$ cat src/rtl/flappy_pkg.sv
// Shared definitions for the flappy game blocks: state encoding, screen
// geometry, LFSR seed/taps and the gap-height draw helper.
package flappy_pkg;

   typedef enum logic [1:0] {
      ST_IDLE = 2'd0,
      ST_RUN  = 2'd1,
      ST_HIT  = 2'd2
   } state_t;

   localparam int SCREEN_W = 640;
   localparam int SCREEN_H = 480;

   localparam logic [7:0] LFSR_SEED = 8'hA5;
   // Right-shift Galois feedback mask for x^8+x^6+x^5+x^4+1 (maximal length).
   localparam logic [7:0] LFSR_TAPS = 8'hB8;

   // Gap top = minimum Y plus seven random bits.
   function automatic logic [9:0] draw_gap(input logic [9:0] gap_min, input logic [6:0] rnd);
      return gap_min + {3'b000, rnd};
   endfunction

endpackage

$ cat src/rtl/flappy_lfsr8.sv
// Free-running 8-bit Galois LFSR. A non-zero seed keeps it off the all-zero
// lock-up state forever.
module flappy_lfsr8
   import flappy_pkg::*;
#(
   parameter logic [7:0] SEED = LFSR_SEED
) (
   input  logic       clk,
   input  logic       rst_n,
   output logic [7:0] lfsr
);

   logic [7:0] lfsr_q;
   logic [7:0] lfsr_d;

   // Next value: shift right, fold the tap mask in when a one falls out.
   always_comb begin
      lfsr_d = {1'b0, lfsr_q[7:1]};
      if (lfsr_q[0]) begin
         lfsr_d = lfsr_d ^ LFSR_TAPS;
      end
   end

   // State register, reloads the seed on reset.
   always_ff @(posedge clk or negedge rst_n) begin
      if (!rst_n) begin
         lfsr_q <= SEED;
      end else begin
         lfsr_q <= lfsr_d;
      end
   end

   assign lfsr = lfsr_q;

endmodule

$ cat src/rtl/pipe_collision.sv
// Pipe scroller, scorekeeper and collision detector. Consumes the bird box
// from flight_physics, drives pipe geometry to the renderer and raises
// Collision until the game controller acknowledges it.
module pipe_collision #(
   parameter int SCREEN_W     = flappy_pkg::SCREEN_W,
   parameter int SCREEN_H     = flappy_pkg::SCREEN_H,
   parameter int PIPE_W       = 60,
   parameter int GAP_H        = 120,
   parameter int GAP_MIN      = 80,
   parameter int PIPE_SPACING = 320,
   parameter int SCROLL_DIV   = 200000
) (
   input  logic       Clk,
   input  logic       reset,
   input  logic       Start,
   input  logic       Ack,
   input  logic [9:0] Bird_X_L,
   input  logic [9:0] Bird_X_R,
   input  logic [9:0] Bird_Y_T,
   input  logic [9:0] Bird_Y_B,
   output logic [9:0] Pipe0_XR,
   output logic [9:0] Pipe1_XR,
   output logic [9:0] Pipe0_GapT,
   output logic [9:0] Pipe1_GapT,
   output logic [7:0] Score,
   output logic       Collision,
   output logic       q_Idle,
   output logic       q_Run,
   output logic       q_Hit
);
   import flappy_pkg::*;

   localparam int               CNT_W      = (SCROLL_DIV > 1) ? $clog2(SCROLL_DIV) : 1;
   localparam logic [CNT_W-1:0] CNT_LAST   = CNT_W'(SCROLL_DIV - 1);
   localparam logic [9:0]       XR0_RST    = 10'(SCREEN_W + PIPE_W);
   localparam logic [9:0]       XR1_RST    = 10'(SCREEN_W + PIPE_W + PIPE_SPACING);
   localparam logic [9:0]       GAP_MIN_V  = 10'(GAP_MIN);
   localparam logic [9:0]       SPACING_V  = 10'(PIPE_SPACING);
   localparam logic [10:0]      PIPE_W_11  = 11'(PIPE_W);
   localparam logic [10:0]      GAP_H_11   = 11'(GAP_H);
   localparam logic [10:0]      FLOOR_Y_11 = 11'(SCREEN_H - 1);

   // Geometry must fit the 10-bit coordinate registers.
   if (SCREEN_W + PIPE_W + PIPE_SPACING > 1023) begin : g_bad_geometry
      $error("pipe_collision: SCREEN_W+PIPE_W+PIPE_SPACING exceeds 1023");
   end
   if (SCROLL_DIV < 1) begin : g_bad_scroll_div
      $error("pipe_collision: SCROLL_DIV must be at least 1");
   end

   state_t           state_q, state_d;
   logic [9:0]       xr0_q, xr0_d;
   logic [9:0]       xr1_q, xr1_d;
   logic [9:0]       gap0_q, gap0_d;
   logic [9:0]       gap1_q, gap1_d;
   logic [7:0]       score_q, score_d;
   logic [CNT_W-1:0] cnt_q, cnt_d;
   logic [7:0]       lfsr;
   logic             tick;
   logic             hit;

   flappy_lfsr8 #(
      .SEED (LFSR_SEED)
   ) u_lfsr (
      .clk   (Clk),
      .rst_n (reset),
      .lfsr  (lfsr)
   );

   // Pipe-vs-bird test in 11 bits so neither the clamped left edge nor the
   // gap bottom can wrap.
   function automatic logic pipe_hit(input logic [9:0] xr, input logic [9:0] gap_t,
                                     input logic [9:0] bx_l, input logic [9:0] bx_r,
                                     input logic [9:0] by_t, input logic [9:0] by_b);
      logic [10:0] left;
      logic [10:0] gap_b;
      logic        horiz;
      logic        vert;
      left  = ({1'b0, xr} < PIPE_W_11) ? 11'd0 : ({1'b0, xr} - PIPE_W_11);
      gap_b = {1'b0, gap_t} + GAP_H_11;
      horiz = ({1'b0, bx_r} >= left) && (bx_l < xr);
      vert  = (by_t < gap_t) || ({1'b0, by_b} > gap_b);
      return horiz && vert;
   endfunction

   // Scroll tick and collision condition from current inputs and pipe state.
   always_comb begin
      tick = (cnt_q == CNT_LAST);
      hit  = ({1'b0, Bird_Y_B} >= FLOOR_Y_11)
          || (Bird_Y_T == 10'd0)
          || pipe_hit(xr0_q, gap0_q, Bird_X_L, Bird_X_R, Bird_Y_T, Bird_Y_B)
          || pipe_hit(xr1_q, gap1_q, Bird_X_L, Bird_X_R, Bird_Y_T, Bird_Y_B);
   end

   // Game FSM and pipe/score datapath next-state; a hit suppresses any
   // concurrent scroll so the frozen frame is the one that collided.
   always_comb begin
      state_d = state_q;
      xr0_d   = xr0_q;
      xr1_d   = xr1_q;
      gap0_d  = gap0_q;
      gap1_d  = gap1_q;
      score_d = score_q;
      cnt_d   = cnt_q;
      case (state_q)
         ST_IDLE: begin
            xr0_d = XR0_RST;
            xr1_d = XR1_RST;
            if (Start) begin
               state_d = ST_RUN;
               score_d = 8'd0;
               gap0_d  = draw_gap(GAP_MIN_V, lfsr[6:0]);
               gap1_d  = draw_gap(GAP_MIN_V, lfsr[7:1]);
               cnt_d   = '0;
            end
         end
         ST_RUN: begin
            if (hit) begin
               state_d = ST_HIT;
            end else if (tick) begin
               cnt_d = '0;
               if (xr0_q == 10'd0) begin
                  xr1_d  = xr1_q - 10'd1;
                  xr0_d  = xr1_q - 10'd1 + SPACING_V;
                  gap0_d = draw_gap(GAP_MIN_V, lfsr[6:0]);
               end else if (xr1_q == 10'd0) begin
                  xr0_d  = xr0_q - 10'd1;
                  xr1_d  = xr0_q - 10'd1 + SPACING_V;
                  gap1_d = draw_gap(GAP_MIN_V, lfsr[6:0]);
               end else begin
                  xr0_d = xr0_q - 10'd1;
                  xr1_d = xr1_q - 10'd1;
               end
               if (((xr0_q == Bird_X_L) || (xr1_q == Bird_X_L)) && (score_q != 8'hFF)) begin
                  score_d = score_q + 8'd1;
               end
            end else begin
               cnt_d = cnt_q + CNT_W'(1);
            end
         end
         ST_HIT: begin
            if (Ack) begin
               state_d = ST_IDLE;
               xr0_d   = XR0_RST;
               xr1_d   = XR1_RST;
            end
         end
         default: begin
            state_d = ST_IDLE;
         end
      endcase
   end

   // All game state registers share the asynchronous reset.
   always_ff @(posedge Clk or negedge reset) begin
      if (!reset) begin
         state_q <= ST_IDLE;
         xr0_q   <= XR0_RST;
         xr1_q   <= XR1_RST;
         gap0_q  <= GAP_MIN_V;
         gap1_q  <= GAP_MIN_V;
         score_q <= 8'd0;
         cnt_q   <= '0;
      end else begin
         state_q <= state_d;
         xr0_q   <= xr0_d;
         xr1_q   <= xr1_d;
         gap0_q  <= gap0_d;
         gap1_q  <= gap1_d;
         score_q <= score_d;
         cnt_q   <= cnt_d;
      end
   end

   assign Pipe0_XR   = xr0_q;
   assign Pipe1_XR   = xr1_q;
   assign Pipe0_GapT = gap0_q;
   assign Pipe1_GapT = gap1_q;
   assign Score      = score_q;
   assign Collision  = (state_q == ST_HIT);
   assign q_Idle     = (state_q == ST_IDLE);
   assign q_Run      = (state_q == ST_RUN);
   assign q_Hit      = (state_q == ST_HIT);

endmodule

$ cat config.mk
export PLATFORM = sky130hd
export DESIGN_NAME = pipe_collision
export DESIGN_NICKNAME = d
export VERILOG_FILES = /design/src/rtl/flappy_pkg.sv /design/src/rtl/flappy_lfsr8.sv /design/src/rtl/pipe_collision.sv
export SDC_FILE = /design/constraint.sdc
export NUM_CORES = 1
export LEC_CHECK = 0
export BUFFER_PORTS_ARGS = -buffer_cell sky130_fd_sc_hd__buf_4
export CAP_MARGIN = 20
export CORE_UTILIZATION = 40
export DETAILED_ROUTE_END_ITERATION = 7
export SYNTH_ARGS = -nofsm -noshare
export SYNTH_HDL_FRONTEND = slang
export SYNTH_HIERARCHICAL = 1
export SYNTH_SLANG_ARGS = --single-unit
export TNS_END_PERCENT = 5
$ cat constraint.sdc
create_clock -name Clk -period 3.4 [get_ports Clk]
set_clock_uncertainty 0.05 [all_clocks]
set_input_delay 0.34 -clock Clk [delete_from_list [all_inputs] [get_ports Clk]]
set_output_delay 0.34 -clock Clk [all_outputs]
set_load 0.01 [all_outputs]
-- Word level (Yosys, flattened, before mapping)
Cells that the tools add are included.
W data, S select, Z words.
- register bits: 76
- latch bits: 0
- memory bits (writable): 0
- memory bits (read-only): 0
- bits of input ports: 44
- output and inout port bits: 52
- word-level logic and storage cells: 108
- memories kept: 0
- add/subtract/negate cells: 12
- $mul: 0
- divide/modulo/power cells: 0
- order comparisons: 11
- equality and inequality tests: 15
- shifts and indexed selects: 0
- multiplexer cells: 38
- bitwise logic cells: 1
- reductions and logical operators: 23
- operators by type and width (operator ; number):
    $mux W10 ; 18
    $pmux W10 S3 ; 2
    $mux W18 ; 3
    $lt A10 B10 Y1 ; 4
    $mux W8 ; 5
    $pmux W10 S2 ; 2
    $pmux W18 S2 ; 1
    $logic_not A10 Y1 ; 3
    $add A10 B7 Y11 const B ; 2
    $ge A10 B11 Y1 ; 2
    $gt A10 B11 Y1 ; 2
    $mux W11 ; 2
    $sub A10 B6 Y11 const B ; 2
    $add A10 B9 Y10 const B ; 2
    $eq A10 B10 Y1 ; 2
    $lt A10 B6 Y1 const B ; 2
    $sub A10 B1 Y10 const B ; 2
    $add A18 B1 Y18 const B ; 1
    $eq A18 B18 Y1 const B ; 1
    $add A7 B7 Y8 const A ; 2
    $pmux W8 S2 ; 1
    $ge A10 B9 Y1 const B ; 1
    $ne A2 B1 Y1 const B ; 5
    $reduce_and A5 Y1 ; 2
    16 further kinds ; 31

-- Depth between registers and ports, before layout
- word-level depth: 9
- gate-level depth with buffers: 17
- mapped depth without buffers: 15

-- By module
Netlist, hierarchy kept.
- by module, submodules not included (module ; instances ; cells an instance ; area an instance (um^2) ; seq. area each (um^2)):
    pipe_collision ; 1 ; 708 ; 5957.0 ; 1624.1
    flappy_lfsr8 ; 1 ; 16 ; 269.0 ; 205.2

-- Worst setup path after synthesis
No wires, ideal clock.
- path type: register to register
- from: reg xr0_q[4] (netlist: Pipe0_XR[4])
- to: reg gap0_q[0] (netlist: Pipe0_GapT[0])
- setup time: 0.125 ns
- arrival time: 3.410 ns
- required time: 3.225 ns
- slack: -0.185 ns
- stages on the path, launching flop included: 16
- path buffers: 2
- path through: dfstp_2 clkbuf_1 inv_1 nor4_1 nor2_1 nor2_1 a21oi_1 ha_1 a2111o_1 a21oi_1 o21ai_0 a31oi_4 a31oi_4 or3_1 buf_6 mux2_4
- cells in the longest elaborated chain, start to end: 9
- elaborated cells on any way between the ends: 13
- classes of those cells: 1 x add/sub; 3 x order compare; 2 x eq/ne; 1 x mux; 6 x reduce/logical
- ends and longest elaborated chain (what ; RTL line ; source):
    start, declared ; pipe_collision.sv:52 ; logic [9:0] xr0_q, xr0_d;
    start signal, assigned ; pipe_collision.sv:166 ; xr0_q <= xr0_d;
    $sub A10 B6 Y11 / $lt A10 B6 Y1 (equally long branches) ; pipe_collision.sv:79 ; left = ({1'b0, xr} < PIPE_W_11) ? 11'd0 : ({1'b0, xr} - PIPE_W_11);
    $mux W11 ; pipe_collision.sv:79 ;
    $ge A10 B11 Y1 ; pipe_collision.sv:81 ; horiz = ({1'b0, bx_r} >= left) && (bx_l < xr);
    $logic_and A1 B1 Y1 ; pipe_collision.sv:81 ;
    $logic_and A1 B1 Y1 ; pipe_collision.sv:83 ; return horiz && vert;
    $logic_or A1 B1 Y1 ; pipe_collision.sv:91 ; || pipe_hit(xr0_q, gap0_q, Bird_X_L, Bird_X_R, Bird_Y_T, Bird_Y_B)
    $logic_or A1 B1 Y1 ; pipe_collision.sv:92 ; || pipe_hit(xr1_q, gap1_q, Bird_X_L, Bird_X_R, Bird_Y_T, Bird_Y_B);
    $ne A2 B2 Y1 (no source line) ; n/a ;
    $reduce_and A5 Y1 (no source line) * ; n/a ;
    end signal, assigned ; pipe_collision.sv:168 ; gap0_q <= gap0_d;
    end, declared ; pipe_collision.sv:54 ; logic [9:0] gap0_q, gap0_d;
Mark *: on every way between the ends. The rest lies on a longest branch, timed or not.
A chain may end at the register's enable or synchronous reset.

-- Worst setup path after layout
- from: reg xr0_q[2] (netlist: Pipe0_XR[2])
- to: reg gap0_q[0] (netlist: Pipe0_GapT[0])
The elaborated chain is that of the path after synthesis.

==> results by group <==
Placed design
  – DP Area: 7340 um2
  – Post-DP HPWL: ~15 mm
  – Port bufs: 91
  – Placed cells: between 1,000 and 1,500
  – GP Congestion: 0.887

Layout
  – Reg area: 1830 um2
  – Layout cells sized above 1: 0.273
  – Fin area: just under 8000 um2
  – Nets@finish: ~1,000
  – Diode count: 0
  – Fill count: between 1,000 and 1,500
  – Synthesis-to-finish area growth: 27.6%
  – Area of the multi-input gates: around 4200 um2
  – Final non-filler cell total: about 1,000

STA
  – Post-route minimum period: 3390 ps
  – Unrepaired setup endpoints after global routing: true
  – Slew HR: 0.355
  – Hold Violations, Final: 0
  – Final-report setup violation count: 0
  – Max Freq: 295 MHz
  – Fin Hold WS: ~69 ps
  – Slew Limit Fails: 0
  – Final period util: 0.996
  – Slew @ Worst Pin: 968 ps

Floorplanning
  – Area of the die: 16,100 um2
  – IO Pins: between 90 and 100
  – Die H: 127 um
  – Core area: 15,200 um2
  – Chip Width: around 130 um
  – Initial Util: 0.410
  – # rows: 45

Global routing
  – Global-route usage over all layers: 0.241
  – First-pass GRT wire length: 30.4 mm
  – Number of global-route vias before repair: 5,718
  – Largest net degree at the start of global routing: between 70 and 80
  – Initial antenna violation count: 0
  – Overflow after GRT: 0

Clock tree
  – Clk buf depth: 2
  – Total CTS buffers: 9
  – Worst skew pair latency: 340 ps
  – TritonCTS Sinks: between 70 and 80
  – H-tree depth: 3
  – Clk slew on worst S/H paths: 60 ps
  – Clock root cell: clkbuf_16
  – TritonCTS clock tree: yes

Critical path
  – Worst Path Required: roughly 3600 ps
  – Critical Path Start Type: flop
  – Worst Setup Path Type: reg -> reg
  – WP data arrival: between 3000 and 4000 ps
  – Crit-path max FO: 5
  – Worst setup EP type: flop

Drt
  – Routed vias: 5,956
  – Wire per inst: about 19 um
  – 1st-iter DRT viols: approximately 340
  – Post-DR vias/cell: 5.72
  – Number of remaining DRC errors: 0
  – DRT Wirelength: 19.4 mm
  – Post-route ant nets: 0
  – First drt pass iteration count: 5

Pwr
  – PwrDens: 543 nW/um2
  – Worst VDD drop: 0.270 mV
  – Leakage: 3.85 nW

Status
  – Status: finished, final reports clean

Yosys
  – Sequential element share of the synthesized area: 0.294
  – Syn Area/Cell: 8.60 um2
  – Synthesis Warnings: 6
  – Synth area leader: dfrtp_1
  – Cells after Synth: roughly 720
  – Top-area cell type share of the netlist area: 0.201
  – Distinct cell type count after synthesis: 65
  – Main flop type after synthesis: dfrtp_1
  – Synthesized flop and latch total: 72
  – EDFF count, synth: 0
  – Synth area leaders: dfrtp_1 (20%), ha_1 (17%), dfstp_2 (9.3%), o21ai_0 (5.4%), xnor2_1 (3.9%)
  – Async S/R FF share, synth: 1.00
  – Area of the mapped netlist: 6230 um2

Worst hold path
  – Worst hold path class: in -> async

Job
  – Max_cap viols: 0
==> layout by cell type, fill, tap and decap left out, types with 13 or more instances in the layout <==
cell type,count
buf_4,140
ha_1,82
o21ai_0,51
dfrtp_1,50
nor2_1,50
nand2_1,48
inv_1,46
a21oi_1,37
nand3_1,34
xnor2_1,28
dfstp_2,22
nor3_1,16
and3_1,14
o21ai_1,13
==> Yosys cell counts, types with 8 or more instances <==
master	count
a21o_1	8
nor2_1	50
dfstp_2	22
buf_4	10
o31ai_1	10
dfrtp_1	50
nand3_1	36
inv_1	49
o22ai_1	9
nand2_1	52
o21ai_0	67
xnor2_1	28
a21oi_1	40
nand4_1	11
clkbuf_1	18
nand2b_1	10
a211oi_1	8
xor2_1	8
a31oi_1	11
ha_1	87
nor3_1	16
a2bb2oi_1	8
mux2i_1	8
and3_1	14
==> report_power, final <==
part           internal [W]  switching [W]  total [W]
Clock              0.000610       0.000370   0.000980
Combinational      0.000980        0.00126    0.00224
Sequential         0.000973       0.000119    0.00109
Total               0.00256        0.00175    0.00431
==> worst max-delay path: stages (launching register included) <==
cell	delay, ps
dfstp_2	590
inv_2	70
nor4_4	280
nor2_1	110
nor2_1	110
a21oi_1	60
ha_1	280
o21a_1	190
o21ai_1	130
nand2b_1	80
o2111a_1	150
a31oi_4	280
a31oi_4	120
or3_4	460
mux2_4	320
==> routing by layer <==
layer | global-route usage | vias to the layer above | share of wire
met1 | 0.336 | 2890 | 0.48
met5 | 0 | - | 0
met2 | 0.389 | 161 | 0.46
li1 | - | 2887 | -
met3 | 0.0342 | 18 | 0.047
met4 | 0.0651 | 0 | 0.013
==> area by class of cell <==
type,instances,share of cell area
Clock buffer,12,0.0323
Timing Repair Buffer,145,0.143
Clock inverter,4,0.00646
Sequential cell,72,0.230
Multi-Input combinational cell,571,0.534
Inverter,50,0.0236
Tap cell,188,0.0296
==> final timing paths <==
kind                                start             end  slack [ps]  depth (start not counted)
setup / recovery              Pipe0_XR[2]   Pipe0_GapT[0]          10                         14
hold / removal                      reset     Pipe1_XR[1]          70                          1
setup reg to reg              Pipe0_XR[2]   Pipe0_GapT[0]          10                         14
hold reg to reg            u_lfsr/lfsr[0]  u_lfsr/lfsr[7]         370                          0
max in group asynchronous           reset   Pipe0_GapT[2]        2560                          1
min in group Clk                      Ack      state_q[1]         240                          3
==> registers in the layout, indices dropped and copies added (netlist names) <==
signal       cells
Pipe0_GapT       8
Pipe0_XR        10
Pipe1_GapT       8
Pipe1_XR        10
Score            8
cnt_q           18
state_q          2
u_lfsr/lfsr      8
==> cells by family after synthesis <==
| kind of cell | synth area share |
|---|---|
| muxes | 0.0225 |
| buffers and inverters | 0.0607 |
| other | 0.000602 |
| AOI/OAI and AO/OA | 0.207 |
| and+or+nand+nor | 0.190 |
| DFF | 0.294 |
| xor gates and xnor gates | 0.0506 |
| adders and majority gates | 0.175 |
==> through the flow <==
| step | total power, W | setup slack (ps) | TNS [ps] | utilization |
|---|---|---|---|---|
| 2_1_floorplan | 0.00240 | 13.9 | 0 | - |
| 3_3_place_gp | 0.00313 | 10.6 | 0 | 0.483 |
| 3_5_place_dp | 0.00318 | -114 | -1200 | 0.483 |
| 4_1_cts | 0.00421 | -16.1 | -16.1 | 0.506 |
| 5_1_grt | 0.00463 | -116 | -1490 | 0.523 |
| 6_report | 0.00431 | 12.0 | 0 | 0.523 |
==> timing repair <==
action | CTS | global route
resized for setup | 4 | 58
pin swaps | 0 | 17
buffers inserted | 0 | 5
cloned | 0 | 1
endpoints found under the setup margin | 23 | 56
hold buffers | 0 | 0
(Power assumes the default switching activity.)
